File: src/rtl/zet_pic_pkg.sv
// rtl/zet_pic_pkg.sv - shared register map, reset values and FSM encoding for zet_pic
package zet_pic_pkg;

  localparam logic [1:0] ADDR_CMD  = 2'd0;
  localparam logic [1:0] ADDR_IMR  = 2'd1;
  localparam logic [1:0] ADDR_BASE = 2'd2;
  localparam logic [1:0] ADDR_ISR  = 2'd3;

  localparam logic [7:0] IMR_RST  = 8'hFF;
  localparam logic [4:0] BASE_RST = 5'b00001;
  localparam int         EOI_BIT  = 5;

  typedef enum logic [1:0] {
    ST_IDLE = 2'b00,
    ST_REQ  = 2'b01,
    ST_ACK  = 2'b10
  } pic_state_e;

  function automatic logic [7:0] idx_mask(input logic [2:0] idx, input logic en);
    return en ? (8'h01 << idx) : 8'h00;
  endfunction

endpackage

File: src/rtl/zet_pic_prio.sv
// rtl/zet_pic_prio.sv - fixed-priority encoder, bit 0 highest
module zet_pic_prio (
  input  logic [7:0] req_i,
  output logic [2:0] idx_o,
  output logic       valid_o
);

  // Scan downward so the lowest set index is the last one written.
  always_comb begin
    idx_o   = 3'd0;
    valid_o = 1'b0;
    for (int i = 7; i >= 0; i--) begin
      if (req_i[i]) begin
        idx_o   = 3'(i);
        valid_o = 1'b1;
      end
    end
  end

endmodule

File: src/rtl/zet_pic.sv
// rtl/zet_pic.sv - 8-input edge-triggered priority interrupt controller
module zet_pic
  import zet_pic_pkg::*;
(
  input  logic       clk,
  input  logic       rst,
  input  logic [7:0] irq,
  output logic       intr,
  input  logic       inta,
  output logic [7:0] vector,
  input  logic [1:0] addr,
  input  logic       wr,
  input  logic       rd,
  input  logic [7:0] dat_i,
  output logic [7:0] dat_o
);

  logic [7:0] sync1_q, sync2_q, dly_q;
  logic [7:0] irr_q, irr_d;
  logic [7:0] isr_q, isr_d;
  logic [7:0] imr_q, imr_d;
  logic [4:0] base_q, base_d;
  logic [7:0] vector_q, vector_d;
  logic [7:0] dat_q, dat_d;
  logic       intr_q;
  pic_state_e state_q, state_d;

  logic [7:0] irq_edge;
  logic [7:0] pending;
  logic [2:0] pend_idx, isr_idx;
  logic       pend_v, isr_v;
  logic       qual, ack, eoi;
  logic [7:0] ack_mask, eoi_mask;

  assign irq_edge = sync2_q & ~dly_q;
  assign pending  = irr_q & ~imr_q;

  zet_pic_prio u_prio_pend (
    .req_i   (pending),
    .idx_o   (pend_idx),
    .valid_o (pend_v)
  );

  zet_pic_prio u_prio_isr (
    .req_i   (isr_q),
    .idx_o   (isr_idx),
    .valid_o (isr_v)
  );

  // A request must strictly outrank everything in service to interrupt it.
  assign qual     = pend_v & (~isr_v | (pend_idx < isr_idx));
  assign ack      = inta & qual;
  assign eoi      = wr & (addr == ADDR_CMD) & dat_i[EOI_BIT];
  assign ack_mask = idx_mask(pend_idx, ack);
  assign eoi_mask = idx_mask(isr_idx, eoi & isr_v);

  always_comb begin
    irr_d    = (irr_q & ~ack_mask) | irq_edge;
    isr_d    = (isr_q & ~eoi_mask) | ack_mask;
    imr_d    = imr_q;
    base_d   = base_q;
    vector_d = vector_q;
    dat_d    = dat_q;
    if (wr && addr == ADDR_IMR)  imr_d  = dat_i;
    if (wr && addr == ADDR_BASE) base_d = dat_i[7:3];
    if (inta) vector_d = {base_q, ack ? pend_idx : 3'd7};
    if (rd) begin
      case (addr)
        ADDR_CMD:  dat_d = irr_q;
        ADDR_IMR:  dat_d = imr_q;
        ADDR_BASE: dat_d = {base_q, 3'b000};
        default:   dat_d = isr_q;
      endcase
    end
  end

  always_comb begin
    state_d = state_q;
    case (state_q)
      ST_IDLE: if (qual) state_d = ST_REQ;
      ST_REQ:  if (inta) state_d = ST_ACK;
               else if (!qual) state_d = ST_IDLE;
      ST_ACK:  state_d = ST_IDLE;
      default: state_d = ST_IDLE;
    endcase
    // Any acknowledge outside ACK lands in ACK if real, IDLE if spurious.
    if (inta) state_d = (ack && state_q != ST_ACK) ? ST_ACK : ST_IDLE;
  end

  always_ff @(posedge clk or negedge rst) begin
    if (!rst) begin
      sync1_q  <= 8'h00;
      sync2_q  <= 8'h00;
      dly_q    <= 8'h00;
      irr_q    <= 8'h00;
      isr_q    <= 8'h00;
      imr_q    <= IMR_RST;
      base_q   <= BASE_RST;
      vector_q <= 8'h00;
      dat_q    <= 8'h00;
      intr_q   <= 1'b0;
      state_q  <= ST_IDLE;
    end else begin
      sync1_q  <= irq;
      sync2_q  <= sync1_q;
      dly_q    <= sync2_q;
      irr_q    <= irr_d;
      isr_q    <= isr_d;
      imr_q    <= imr_d;
      base_q   <= base_d;
      vector_q <= vector_d;
      dat_q    <= dat_d;
      intr_q   <= (state_d == ST_REQ);
      state_q  <= state_d;
    end
  end

  assign intr   = intr_q;
  assign vector = vector_q;
  assign dat_o  = dat_q;

endmodule

File: config.mk
export PLATFORM = sky130hd
export DESIGN_NAME = zet_pic
export DESIGN_NICKNAME = d
export VERILOG_FILES = /design/src/rtl/zet_pic_pkg.sv /design/src/rtl/zet_pic_prio.sv /design/src/rtl/zet_pic.sv
export SDC_FILE = /design/constraint.sdc
export NUM_CORES = 1
export LEC_CHECK = 0
export ABC_CLOCK_PERIOD_IN_PS = 2300
export CAP_MARGIN = 20
export CORE_MARGIN = 2
export CORE_UTILIZATION = 49
export CTS_BUF_LIST = sky130_fd_sc_hd__clkbuf_16
export DETAILED_ROUTE_END_ITERATION = 6
export GPL_ROUTABILITY_DRIVEN = 0
export GPL_TIMING_DRIVEN = 0
export PLACE_DENSITY = 0.82
export SKIP_CTS_REPAIR_TIMING = 1
export SLEW_MARGIN = 5
export SYNTH_ARGS = -nofsm -noshare
export SYNTH_HDL_FRONTEND = slang
export SYNTH_SLANG_ARGS = --single-unit
File: constraint.sdc
create_clock -name clk -period 2.3 [get_ports clk]
set_input_delay 0.46 -clock clk [delete_from_list [all_inputs] [get_ports clk]]
set_output_delay 0.46 -clock clk [all_outputs]
set_load 0.005 [all_outputs]
---- Yosys cells after proc, flatten, opt, wreduce, memory -nomap -nowiden ----
Index checks and enable logic that the tools add are counted.
cells by class
  order comparisons ....................... 1
  eq/ne operators ......................... 5
  shift operators ......................... 2
  mux-type cells .......................... 41
  bitwise logic cells ..................... 17
  reduce and logical (&&, ||, !) cells .... 5
operators with widths
  kind                   count
  $mux W3                17
  $and A8 B8 Y8          4
  $not A8 Y8             4
  $pmux W8 S3            1
  $mux W1                16
  $mux W8                2
  $or A8 B8 Y8           2
  $shl A1 B3 Y8 const A  2
  $mux W2                4
  $eq A2 B1 Y1 const B   3
  $and A1 B1 Y1          5
  $logic_not A2 Y1       2
  $pmux W2 S2            1
  $logic_and A1 B1 Y1    3
  $lt A3 B3 Y1           1
  $eq A2 B2 Y1 const B   1
  $ne A2 B2 Y1 const B   1
  $not A1 Y1             1
  $or A1 B1 Y1           1
storage, ports and cells
  bits in registers ....................... 72
  bits of input ports ..................... 23
  output and inout bits ................... 17
  word-level logic and storage cells ...... 82

---- Longest topological paths before layout ----
  word-level depth ........................ 18
  depth in mapped cells ................... 10
  mapped depth without buffers ............ 10

---- By module ----
A second synthesis with hierarchy kept.
unflattened totals
  cell total of the unflattened synthesis .. 243
  area total of the unflattened synthesis .. 3143.0 um^2
modules (own cells, without submodules)
  module        instances  cells an instance  area an instance (um^2)  seq. area each (um^2)
  zet_pic       1          217                2982.9                   1813.0
  zet_pic_prio  2          13                 80.1                     0.0

---- Worst setup path before layout ----
OpenSTA, ideal clock, no wires.
  path type ............................... flip-flop to flip-flop
  start ................................... register imr_q[4]
  end ..................................... register irr_q[5]
  setup time .............................. 121 ps
  arrival ................................. 2182 ps
  data required time ...................... 2179 ps
  setup slack ............................. -3 ps
  stages on the path, launching flop included .. 10
  buffers on the path ..................... 0
  clock period less this slack ............ 2303 ps
  cells stage by stage .................... dfstp_2 > nand2b_2 > and2_4 > o21ai_0 > a21oi_1 > ha_1 > o21a_1 > o21ai_2 > or3b_1 > a22o_1
between the ends
  longest elaborated chain between the ends .. 15
  elaborated cells on any way between the ends .. 21
  classes of those cells .................. order compare (1); shift (1); mux (11); bitwise (8)
RTL lines
  what                    line                RTL
  start, declared         zet_pic.sv:21       logic [7:0] imr_q, imr_d;
  start signal, assigned  zet_pic.sv:109      imr_q <= imr_d;
  $not A8 Y8 (*)          zet_pic.sv:36       assign pending = irr_q & ~imr_q;
  $and A8 B8 Y8 (*)       zet_pic.sv:36
  $mux W3 (5 in a row)    zet_pic_prio.sv:13  if (req_i[i]) begin
  $lt A3 B3 Y1            zet_pic.sv:51       assign qual = pend_v & (~isr_v | (pend_idx < isr_idx));
  $or A1 B1 Y1            zet_pic.sv:51
  $and A1 B1 Y1           zet_pic.sv:51
  $and A1 B1 Y1           zet_pic.sv:52       assign ack = inta & qual;
  $mux W8 (*)             zet_pic_pkg.sv:20   return en ? (8'h01 << idx) : 8'h00;
  $not A8 Y8 (*)          zet_pic.sv:58       irr_d = (irr_q & ~ack_mask) | irq_edge;
  $and A8 B8 Y8 (*)       zet_pic.sv:58
  $or A8 B8 Y8 (*)        zet_pic.sv:58
  named net irr_d[5]      zet_pic.sv:19       logic [7:0] irr_q, irr_d;
  end signal, assigned    zet_pic.sv:107      irr_q <= irr_d;
  end, declared           zet_pic.sv:19
The timed path passes the listed nets; every way through them passes the cells marked *.
A chain may end at the register's enable or synchronous reset.

---- Final worst setup path ----
  start ................................... register isr_q[2]
  end ..................................... register isr_q[3]
between the ends
  longest elaborated chain between the ends .. 9
  elaborated cells on any way between the ends .. 18
  classes of those cells .................. order compare (1); shift (1); mux (8); bitwise (8)
RTL lines
  what                                                    line                RTL
  start, declared                                         zet_pic.sv:20       logic [7:0] isr_q, isr_d;
  start signal, assigned                                  zet_pic.sv:108      isr_q <= isr_d;
  $mux W3 / $mux W1 (equally long branches) (3 in a row)  zet_pic_prio.sv:13
  $lt A3 B3 Y1 / $not A1 Y1 (equally long branches)       zet_pic.sv:51
  $or A1 B1 Y1                                            zet_pic.sv:51
  $and A1 B1 Y1                                           zet_pic.sv:51
  $and A1 B1 Y1                                           zet_pic.sv:52
  $mux W8                                                 zet_pic_pkg.sv:20
  $or A8 B8 Y8 (*)                                        zet_pic.sv:59       isr_d = (isr_q & ~eoi_mask) | ack_mask;
  named net isr_d[3]                                      zet_pic.sv:20
Marks and branches as above.

==> out/summary.txt <==
post-synthesis sequential area ratio - 57.0%
Chip Width - 84.6 um
syn nets - 279
Clk Latency, worst-skew pair - 330 ps
Sw Share - 31.3%
critical path class - register to register
Row Count - 29
CTS max path bufs - 2
Critical Path Sink Type - register
vias in the first global route - 2186
Hold Vio Cnt, Final - 0
post-route ant nets - 0
Primary FF master, synth - dfrtp_1
Max Slew Vio Count - 0
Synth cell types - 54
clock power share - 30.3%
final worst setup slack - -105 ps
1st-pass router iterations - 4
most common cell after layout, fill and taps aside - dfrtp_1
Iteration-0 DRC Markers - 180
DRT Wirelength - 7040 um
DRC Markers - 0
multi-input gate area in the final layout - 1420 um2
largest family of logic cells by synthesized area - simple AND/OR/NAND/NOR gates
part of the power in registers - 37.5%
Worst VDD drop - 0.872 mV
Yosys reg bits - 72
CTS tree - built
hold_ws - 250 ps
synthesis warning total - 0
async set-reset flop share out of synthesis - 100%
Core ar. - 6310 um2
Mapped Cells - 254
Final min period - 2400 ps
synthesized area - 3180 um2
Total Power - 4.77 mW
Area Overhead vs Synth - 31.2%
pwr/cell area - 1140 nW/um2
Comb pwr share - 32.2%
Worst Clk Skew - 3.33 ps
first-pass GRT wire length - 10900 um
vias per inst - 5.71
failing checks - negative setup slack
FILL cells - 459
RSZ-0062 raised after global routing - true
Clock Sink Count - 72
final net count - 338
most frequent cells in the layout - 59 x dfrtp_1, 36 x clkdlybuf4s50_1, 23 x mux2_2
Worst EP arrival - 2620 ps
Crit Path Max Fanout - 5
Adder-Cell Fraction of Synth Area - 0.787%
HP Class - input port to async pin
antenna violations before repair - 0
Starting Density - 50.4%
endpoints failing setup - 6
Max-slew headroom - 41.9%
leakage - 1.73 nW
Max H-tree Level - 3
Vias - 2257
Int Pwr - 3.27 mW
status - finished, violations left
Register Area - 1820 um2
Detail Placement HPWL - 4620 um
f_max - 416 MHz
die area - 7150 um2
GR Util All Layers - 20.2%
Util after Layout - 66.1%
post-synthesis mux area share - 12.7%
Clock Pin Slew Worst Setup and Hold Paths - 50 ps
crit path launch type - register
Final Cycle Share - 105%
largest net degree at the start of global routing - 73
post-synthesis compound-gate area fraction - 12.2%
Syn Area/Cell - 12.5 um2
Psw - 1.49 mW
port bufs - 37
Required @ worst endpoint - 2520 ps
Worst R2R Path Depth - 10
CTS root buf - clkbuf_16
share of post-route cells with drive strength above 1 - 33.0%
GRT Residual Overflow - 0
Synth Area in Simple Gates - 14.8%
die span in y - 84.6 um
n_diodes - 0
Max Cap Viol - 0
DR WL/cell - 17.8 um
Post-synth EDFFs - 0
Num CTS Buffers - 9
xor and xnor fraction of the mapped netlist area - 0%
IO Pins - 40
Worst-Margin Slew - 871 ps
through the flow:
stage                     worst slack, ps  TNS [ps]  instance area, um2  cells
after floorplan                      8.72         0                3190    254
after detailed placement             -243     -2460                3650    368
after global routing                 -159     -1330                4170    395
final                                -105      -345                4170    395
after global placement              -1520   -103730                3650    368
after CTS                            -396     -5190                3960    384
power groups by stage:
stage          Clock (mW)  Sequential (mW)  Combinational [mW]
2_1_floorplan           0             1.73               0.799
3_3_place_gp            0             1.77                1.19
3_5_place_dp            0             1.78                1.22
4_1_cts              1.47             1.77                1.24
5_1_grt              1.54             1.81                1.66
6_report             1.44             1.79                1.54
critical path, cell delays in order, from the launching register on:
cell and delay, ps:
dfrtp_2 440, nor2_4 140, inv_1 80, or3_4 390, ha_4 290, o21a_1 180, o21ai_4 70, buf_4 150
buf_4 120, a21o_4 200, a22o_1 210
worst paths after layout:
| check | from | to | slack, ps |
|---|---|---|---|
| max | isr_q[2] | isr_q[3] | -100 |
| min | rst | vector[3] | 250 |
| min in group clk | sync1_q[4] | sync2_q[4] | 350 |
| min reg2reg | sync1_q[4] | sync2_q[4] | 350 |
| max in group asynchronous | rst | isr_q[0] | 1430 |
| max reg2reg | isr_q[2] | isr_q[3] | -100 |
metal layers:
layer / up-vias / track usage [%] / wire, um
met5: - / 0 / 0
met4: 0 / 7.22 / 210
met3: 25 / 7.28 / 476
met2: 95 / 31.9 / 3440
met1: 1102 / 25.9 / 2920
li1: 1035 / - / -
cell usage after synthesis, types with 2 or more instances:
cell | instances | area share [%]
nor4_1 | 3 | 0.59
mux2_2 | 23 | 8.1
a22o_1 | 6 | 1.7
nor2b_1 | 12 | 2.4
dfrtp_1 | 63 | 50
nand3_1 | 3 | 0.47
nor2b_4 | 2 | 0.87
ha_1 | 2 | 0.79
o31ai_1 | 2 | 0.47
a21oi_1 | 17 | 2.7
dfstp_2 | 9 | 7.4
nor3_1 | 5 | 0.79
mux2i_1 | 3 | 0.94
nand3b_1 | 3 | 0.71
inv_1 | 12 | 1.4
o21ai_2 | 2 | 0.55
nor2_1 | 25 | 3.0
clkbuf_1 | 3 | 0.35
nand2_1 | 6 | 0.71
o21a_1 | 2 | 0.47
o21ai_0 | 7 | 1.1
a31oi_1 | 5 | 0.98
buf_2 | 2 | 0.31
o21bai_1 | 2 | 0.47
nand2b_1 | 3 | 0.59
mux4_2 | 4 | 2.8
cells by family (layout without fill, tap and decap cells):
group	count (synthesis)	after routing
adder cells (fa/ha/maj)	2	2
AO/OA/AOI/OAI	55	55
multiplexers	31	31
AND/OR/NAND/NOR	76	76
flip-flops	72	72
buffers and inverters	18	82
final cells by class:
class / instances / area share [%]
multi-input cells: 164 / 33.9
well taps: 77 / 2.31
clock buffers: 9 / 5.40
flip-flops and latches: 72 / 43.6
clock inverters: 7 / 2.10
plain buffers: 6 / 0.779
inverters: 12 / 1.08
repair buffers: 48 / 10.9
flip-flops by register name, indices dropped and copies added, names as in the netlist:
name     flops
dat_o        8
dly_q        8
intr         1
sync2_q      8
vector       8
irr_q        8
state_q      2
base_q       5
isr_q        8
imr_q        8
sync1_q      8
Note: power is estimated with default switching activity, not from simulation.
